--- src/rtl/rv32i_types.sv ---
// Shared rename-stage types: default machine sizes and the physical register index.
package rv32i_types;

    localparam int PREG_WIDTH_DEF = 6;
    localparam int NUM_PREGS_DEF  = 64;
    localparam int NUM_AREGS_DEF  = 32;
    localparam int WAYS_DEF       = 2;

    typedef logic [PREG_WIDTH_DEF-1:0] preg_t;

endpackage

--- src/rtl/popcount_prefix.sv ---
// Per-way exclusive prefix count and total popcount of a WAYS-wide request vector.
module popcount_prefix #(
    parameter int WAYS = 2,
    parameter int CW   = $clog2(WAYS) + 1
) (
    input  logic [WAYS-1:0]         vec_i,
    output logic [WAYS-1:0][CW-1:0] prefix_o,
    output logic [CW-1:0]           total_o
);

    // Running sum: way i sees the number of set bits strictly below it.
    always_comb begin
        logic [CW-1:0] acc;
        acc      = '0;
        prefix_o = '0;
        for (int i = 0; i < WAYS; i++) begin
            prefix_o[i] = acc;
            acc         = acc + CW'(vec_i[i]);
        end
        total_o = acc;
    end

endmodule

--- src/rtl/free_list_mw.sv ---
// Multi-way physical register free list: circular buffer of free indices with a
// speculative head (alloc), a tail (frees) and a retire head (committed allocs)
// that the speculative head snaps back to on flush.
module free_list_mw
    import rv32i_types::*;
#(
    parameter  int PREG_WIDTH = PREG_WIDTH_DEF,
    parameter  int NUM_PREGS  = NUM_PREGS_DEF,
    parameter  int NUM_AREGS  = NUM_AREGS_DEF,
    parameter  int WAYS       = WAYS_DEF,
    localparam int DEPTH      = NUM_PREGS - NUM_AREGS,
    localparam int PW         = $clog2(DEPTH) + 1
) (
    input  logic                             clk,
    input  logic                             rst,
    input  logic [WAYS-1:0]                  alloc_req,
    output logic [WAYS-1:0][PREG_WIDTH-1:0]  alloc_preg,
    output logic                             alloc_ok,
    input  logic [WAYS-1:0]                  free_valid,
    input  logic [WAYS-1:0][PREG_WIDTH-1:0]  free_preg,
    input  logic [WAYS-1:0]                  commit_alloc,
    input  logic                             flush,
    output logic [PW-1:0]                    free_count
);

    localparam int IW = PW - 1;
    localparam int CW = $clog2(WAYS) + 1;

    logic [PREG_WIDTH-1:0] mem_q [DEPTH];
    logic [PREG_WIDTH-1:0] mem_d [DEPTH];
    logic [PW-1:0] head_q, head_d, tail_q, tail_d, retire_q, retire_d;

    logic [WAYS-1:0][CW-1:0] a_pre, f_pre, c_pre;
    logic [CW-1:0]           a_tot, f_tot, c_tot;

    popcount_prefix #(.WAYS(WAYS), .CW(CW)) u_pc_alloc (
        .vec_i(alloc_req), .prefix_o(a_pre), .total_o(a_tot)
    );
    popcount_prefix #(.WAYS(WAYS), .CW(CW)) u_pc_free (
        .vec_i(free_valid), .prefix_o(f_pre), .total_o(f_tot)
    );
    popcount_prefix #(.WAYS(WAYS), .CW(CW)) u_pc_commit (
        .vec_i(commit_alloc), .prefix_o(c_pre), .total_o(c_tot)
    );

    // Commit prefixes are not needed: commits only move retire_head by a total.
    logic unused_c_pre;
    assign unused_c_pre = ^c_pre;

    // Wrap-bit pointers make the modular difference the true occupancy.
    assign free_count = tail_q - head_q;

    // All-or-nothing grant, judged against the pre-update count (no free bypass).
    assign alloc_ok = !rst && !flush && (int'(a_tot) <= int'(free_count));

    // Compacted read: the k-th requesting way takes the entry k past head.
    always_comb begin
        alloc_preg = '0;
        for (int i = 0; i < WAYS; i++) begin
            alloc_preg[i] = mem_q[IW'(head_q + PW'(a_pre[i]))];
        end
    end

    // Next-state: frees land compacted at tail; flush rewinds head past this cycle's commits.
    always_comb begin
        mem_d = mem_q;
        for (int j = 0; j < WAYS; j++) begin
            if (free_valid[j]) begin
                mem_d[IW'(tail_q + PW'(f_pre[j]))] = free_preg[j];
            end
        end
        tail_d   = tail_q + PW'(f_tot);
        retire_d = retire_q + PW'(c_tot);
        if (flush) begin
            head_d = retire_d;
        end else if (alloc_ok) begin
            head_d = head_q + PW'(a_tot);
        end else begin
            head_d = head_q;
        end
    end

    // State registers; reset refills the list with every non-architectural index.
    always_ff @(posedge clk) begin
        if (rst) begin
            for (int i = 0; i < DEPTH; i++) begin
                mem_q[i] <= PREG_WIDTH'(NUM_AREGS + i);
            end
            head_q   <= '0;
            retire_q <= '0;
            tail_q   <= PW'(DEPTH);
        end else begin
            mem_q    <= mem_d;
            head_q   <= head_d;
            tail_q   <= tail_d;
            retire_q <= retire_d;
        end
    end

    // Entries still held between retire_head and tail (slots committed this
    // cycle are released); a free must not overwrite one of them.
    logic [PW-1:0] held_after_commit;
    assign held_after_commit = tail_q - retire_d;

    // Protocol check: returning more registers than the buffer can hold.
    always_ff @(posedge clk) begin
        if (!rst) begin
            assert (int'(held_after_commit) + int'(f_tot) <= DEPTH)
            else $error("free_list_mw: free overflow");
        end
    end

endmodule

--- config.mk ---
export PLATFORM = sky130hd
export DESIGN_NAME = free_list_mw
export DESIGN_NICKNAME = d
export VERILOG_FILES = /design/src/rtl/rv32i_types.sv /design/src/rtl/popcount_prefix.sv /design/src/rtl/free_list_mw.sv
export SDC_FILE = /design/constraint.sdc
export NUM_CORES = 1
export LEC_CHECK = 0
export BUFFER_PORTS_ARGS = -buffer_cell sky130_fd_sc_hd__buf_2
export CAP_MARGIN = 20
export CORE_ASPECT_RATIO = 2
export CORE_MARGIN = 10
export CORE_UTILIZATION = 55
export CTS_CLUSTER_DIAMETER = 120
export DETAILED_ROUTE_END_ITERATION = 8
export PLACE_DENSITY_LB_ADDON = 0.25
export SYNTH_ARGS = -nofsm -noshare
export SYNTH_HDL_FRONTEND = slang
export SYNTH_SLANG_ARGS = --single-unit
--- constraint.sdc ---
create_clock -name clk -period 5 [get_ports clk]
set_input_delay 1 -clock clk [delete_from_list [all_inputs] [get_ports clk]]
set_output_delay 1 -clock clk [all_outputs]
set_load 0.1 [all_outputs]
-- After elaboration in Yosys (flattened, before gate mapping)
Cells that the tools add are included.
- magnitude comparators: 7
- reduce and logical (&&, ||, !) cells: 7
- bitwise logic cells: 4
- mux-type cells: 16
- add/sub/neg operators: 9
- operators with widths (cell ; number):
    $bwmux 192 ; 2
    $mux 192 ; 2
    $bmux 6 s5 ; 2
    $demux 6 s5 ; 2
    $mux 6 ; 8
    $ge 6x6->1 const B ; 4
    $not 5->6 ; 4
    $add 6x2->6 ; 3
    $lt 6x1->1 const B ; 2
    $add 5x1->5 ; 2
    $add 1x1->2 ; 3
    $le 2x6->1 ; 1
    $sub 6x6->6 ; 1
    $logic_and 1x1->1 ; 4
    $logic_not 1->1 ; 2
    $reduce_bool 2->1 ; 1
- input bits: 21
- register bits: 210
- logic and storage cells: 78

-- Longest topological paths before layout
- depth in word-level cells: 9
- gate-level depth with buffers: 13
- gate-level depth less buffers: 11

-- By module
A second synthesis with hierarchy kept.
- cell total of the unflattened synthesis: 1394
- area, all modules: 14062.2 um^2
- by module, submodules not included (module ; instances ; cells an instance ; area each (um^2)):
    free_list_mw ; 1 ; 1376 ; 13923.4
    popcount_prefix ; 3 ; 6 ; 46.3

-- Least setup slack after synthesis
OpenSTA, ideal clock, no wires.
- kind: reg2out
- start point: reg head_q[1]
- end point: out alloc_ok
- path buffers: 3
- path slack: -1284 ps
- cell stages (with the launch flop): 11
- arrival: 5284 ps
- cell sequence: dfxtp_1 -> clkbuf_1 -> clkbuf_1 -> buf_2 -> inv_1 -> ha_1 -> nor2b_1 -> o31a_1 -> a21oi_1 -> nor3_2 -> a21boi_1
- longest elaborated chain between the ends: 3
- RTL lines (item ; RTL line ; text):
    start, declared ; free_list_mw.sv:31 ; logic [PW-1:0] head_q, head_d, tail_q, tail_d, retire_q, retire_d;
    start signal, assigned ; free_list_mw.sv:89 ; head_q <= '0;
    start signal, assigned ; free_list_mw.sv:94 ; head_q <= head_d;
    $sub 6x6->6 ; free_list_mw.sv:51 ; assign free_count = tail_q - head_q;
    via free_count[3] ; free_list_mw.sv:23 ; output logic [PW-1:0] free_count
    $le 2x6->1 ; free_list_mw.sv:54 ; assign alloc_ok = !rst && !flush && (int'(a_tot) <= int'(free_count));
    $logic_and 1x1->1 ; free_list_mw.sv:54 ;
    end, declared ; free_list_mw.sv:18 ; output logic alloc_ok,
The timed path passes the listed nets, and every way through them passes these cells.

==> results.md <==
* Setup TNS at 0 ns
* Cells after synthesis at 1374
* Clock transition at path regs at 0.06 ns
* Drt pass-1 iters at 5
* Setup crit end: alloc_preg[9]
* WHS at 0.503 ns
* Final Cell Area at 15000 sq um
* Dominant synthesized flop cell: dfxtp_1
* Multi-input gate area at 9300 sq um
* I/O Pins at 40
* Vias post-DR at 11600
* TritonCTS buffer count at 21
* P&R area growth vs syn at 6.96%
* Pleak at 5.24 nW
* FF-to-FF path depth at 7
* Status: completed
* Setup CP Type: input port to output pin
* Drt drc at 0
* CP Launch Point: alloc_req[0]
* Final Power at 5.05 mW
* Root buffer cell: clkbuf_16
* Mapped cell area at 14000 sq um
* Slew Limit Fails at 0
* EDFF count, synth at 0
* Flop pwr share at 35.6%
* Slew @ Worst Pin at 1.08 ns
* Drt wl/cell at 30.4 microns
* Maximum vdd drop at 320 uV
* Type of the most critical hold path: register to register
* Net Switching at 1.95 mW
* Row count at 82
* Worst skew pair latency at 0.51 ns
* Post-route minimum period at 4.56 ns
* Internal at 3.11 mW
* Core area at 25100 sq um
* Setup crit start kind: input port
* RSZ-0062 raised after global routing: no
* Reg area at 4210 sq um
* Initial antenna violation count at 0
* Reg2Reg Capture Point: mem_q[175]
* Post-synth ARST share at 0%
* Synth area leaders: dfxtp_1, mux4_2, mux2i_1, mux2_1, mux2_2
* Inserted Diodes at 0
* Post-DP HPWL at 36.1 mm
* Register area share after synthesis at 29.9%
* Power Density at 336 nW/um^2
* Post-DRT Antenna Nets at 0
* Comb power frac at 34.9%
* Final WL at 51.2 mm
* Dpl cell area at 14400 sq um
* CTS tree: yes
* Sink Count at 210
* FILL cells at 2119
* Die width at 133 microns
* Yosys reg bits at 210
* Synth top area share at 29.9%
* Placed cells at 1650
* IO buf count at 39
* H-tree levels at 1
* Flop-to-flop setup slack at 1.69 ns
* Largest net degree at the start of global routing at 109
* Critical R2R Launch: tail_q[1]
* Layout Skew at 0.00788 ns
* DR iter-0 viols at 1410
* Syn Area/Cell at 10.2 sq um
* Cts hold-fix bufs at 0
* Total gr overflow at 0
* Leading area contributor after synthesis: dfxtp_1
* Distinct cells, synth at 54
* CTS Buffer Depth at 3
* Initial core utilization at 55.9%
* Nets at 1378
* Crit Path Max Fanout at 14
* Syn Nets at 1415
* Max_slew headroom at 27.9%
* Crit. End Element: output pin
* Post-CTS setup buffers at 0
* Sw Ratio at 38.5%
* Synthesis Warnings at 0
* Global-route wire length before repair at 75.6 mm
* Area of the die at 32700 sq um
* Placer Congestion at 0.994
* Critical path data required time at 4.00 ns
* Critical Path AT at 3.56 ns
* Final Cycle Share at 91.2%
* Max Fclk at 0.219 GHz
* Final setup violation count at 0
* Vias per cell at 6.87
* Clock power frac at 29.5%
* Max-cap violations at 0
* Share of layout cells above drive strength 1 at 22.6%
* Die height at 246 microns
* Vias in the first global route at 11800
* Post_cts resized at 0
* Finished Layout Cells at 1685
* Final number of hold-violating endpoints at 0
* Total GRT Usage at 30.9%
[power groups by stage]
stage	clock network (mW)	registers, mW	logic [mW]
floorplan	0	1.78	1.40
global placement	0	1.83	1.72
detailed placement	0	1.83	1.73
CTS	1.51	1.80	1.74
global route	1.56	1.80	1.84
finish	1.49	1.80	1.76
[stage by stage]
stage                     util (%)  worst slack [ns]
after floorplan                  -            0.0338
after global placement        57.4             0.498
after detailed placement      57.4             0.481
after CTS                     59.8             0.479
after global routing          59.8             0.328
final                         59.8             0.442
[cells by family (layout without fill, tap and decap cells)]
group           after synthesis  in the layout  synth area share, %
compound gates              143            143                 7.29
xor+xnor                     14             14                0.873
fa+ha+maj                    20             20                 2.00
buf+inv                     143            118                 4.27
flops                       210            210                 29.9
mux                         381            381                 38.9
simple gates                463            463                 16.7
[cells in the mapped netlist (all sizes together), types with 11 or more instances]
cell type,n
a211oi,40
a21oi,11
a311oi,23
and3,15
buf,34
clkbuf,89
dfxtp,210
ha,16
inv,20
mux2,123
mux2i,138
mux4,120
nand2,76
nand2b,92
nand3,46
nor2,130
nor2b,25
nor3,45
o21ai,24
o21bai,23
[state kept, by name, indices dropped and copies added (netlist names)]
register and count:
retire_q 6, mem_q 192, tail_q 6, head_q 6
[worst max-delay path: stages]
cell and delay [ns]:
buf_2 0.13, ha_4 0.16, ha_2 0.56, buf_4 0.27, mux4_2 0.30, mux4_2 0.53
mux2_2 0.30, buf_2 0.30
[layer usage]
metal	global-route usage, %	up-vias	wire [microns]
met2	54.9	574	26100
met4	30.3	0	6100
met3	3.71	254	2690
met5	0	-	0
li1	-	5000	-
met1	29.9	5751	16300
[cell usage in the layout (no fill, tap or decap), drive strengths merged, types with 3 or more instances in the layout]
| master | count |
|---|---|
| nor2 | 130 |
| nor2b | 25 |
| xnor2 | 8 |
| xor2 | 6 |
| o21bai | 23 |
| nor3 | 45 |
| buf | 63 |
| mux2i | 138 |
| o21ai | 24 |
| and3 | 15 |
| a31oi | 3 |
| or3 | 4 |
| fa | 4 |
| clkbuf | 32 |
| or2 | 6 |
| nor3b | 5 |
| mux4 | 120 |
| dfxtp | 210 |
| a311oi | 23 |
| nand3 | 46 |
| nand2 | 76 |
| a211oi | 40 |
| and2 | 4 |
| nor4 | 6 |
| o21a | 3 |
| a21oi | 11 |
| a21boi | 3 |
| nand2b | 92 |
| inv | 20 |
| ha | 16 |
| nand3b | 6 |
| mux2 | 123 |
[final cells by class]
cell class / count / share of cell area, %
Multi-Input combinational cell: 1021 / 61.9
Sequential cell: 210 / 28.0
Clock buffer: 32 / 3.91
Tap cell: 336 / 2.80
Timing Repair Buffer: 63 / 2.79
Inverter: 20 / 0.500
Clock inverter: 3 / 0.117
[worst min path at each step]
stage                    start    endpoint  slack (ns)  cells after the start
finish              mem_q[176]  mem_q[176]        0.50                      2
global route        mem_q[176]  mem_q[176]        0.53                      2
CTS                 mem_q[176]  mem_q[176]        0.50                      2
detailed placement  mem_q[176]  mem_q[176]        0.49                      2
global placement    mem_q[187]  mem_q[187]        0.50                      2
floorplan           mem_q[178]  mem_q[178]        0.47                      2
Note: power is estimated with default switching activity, not from simulation.
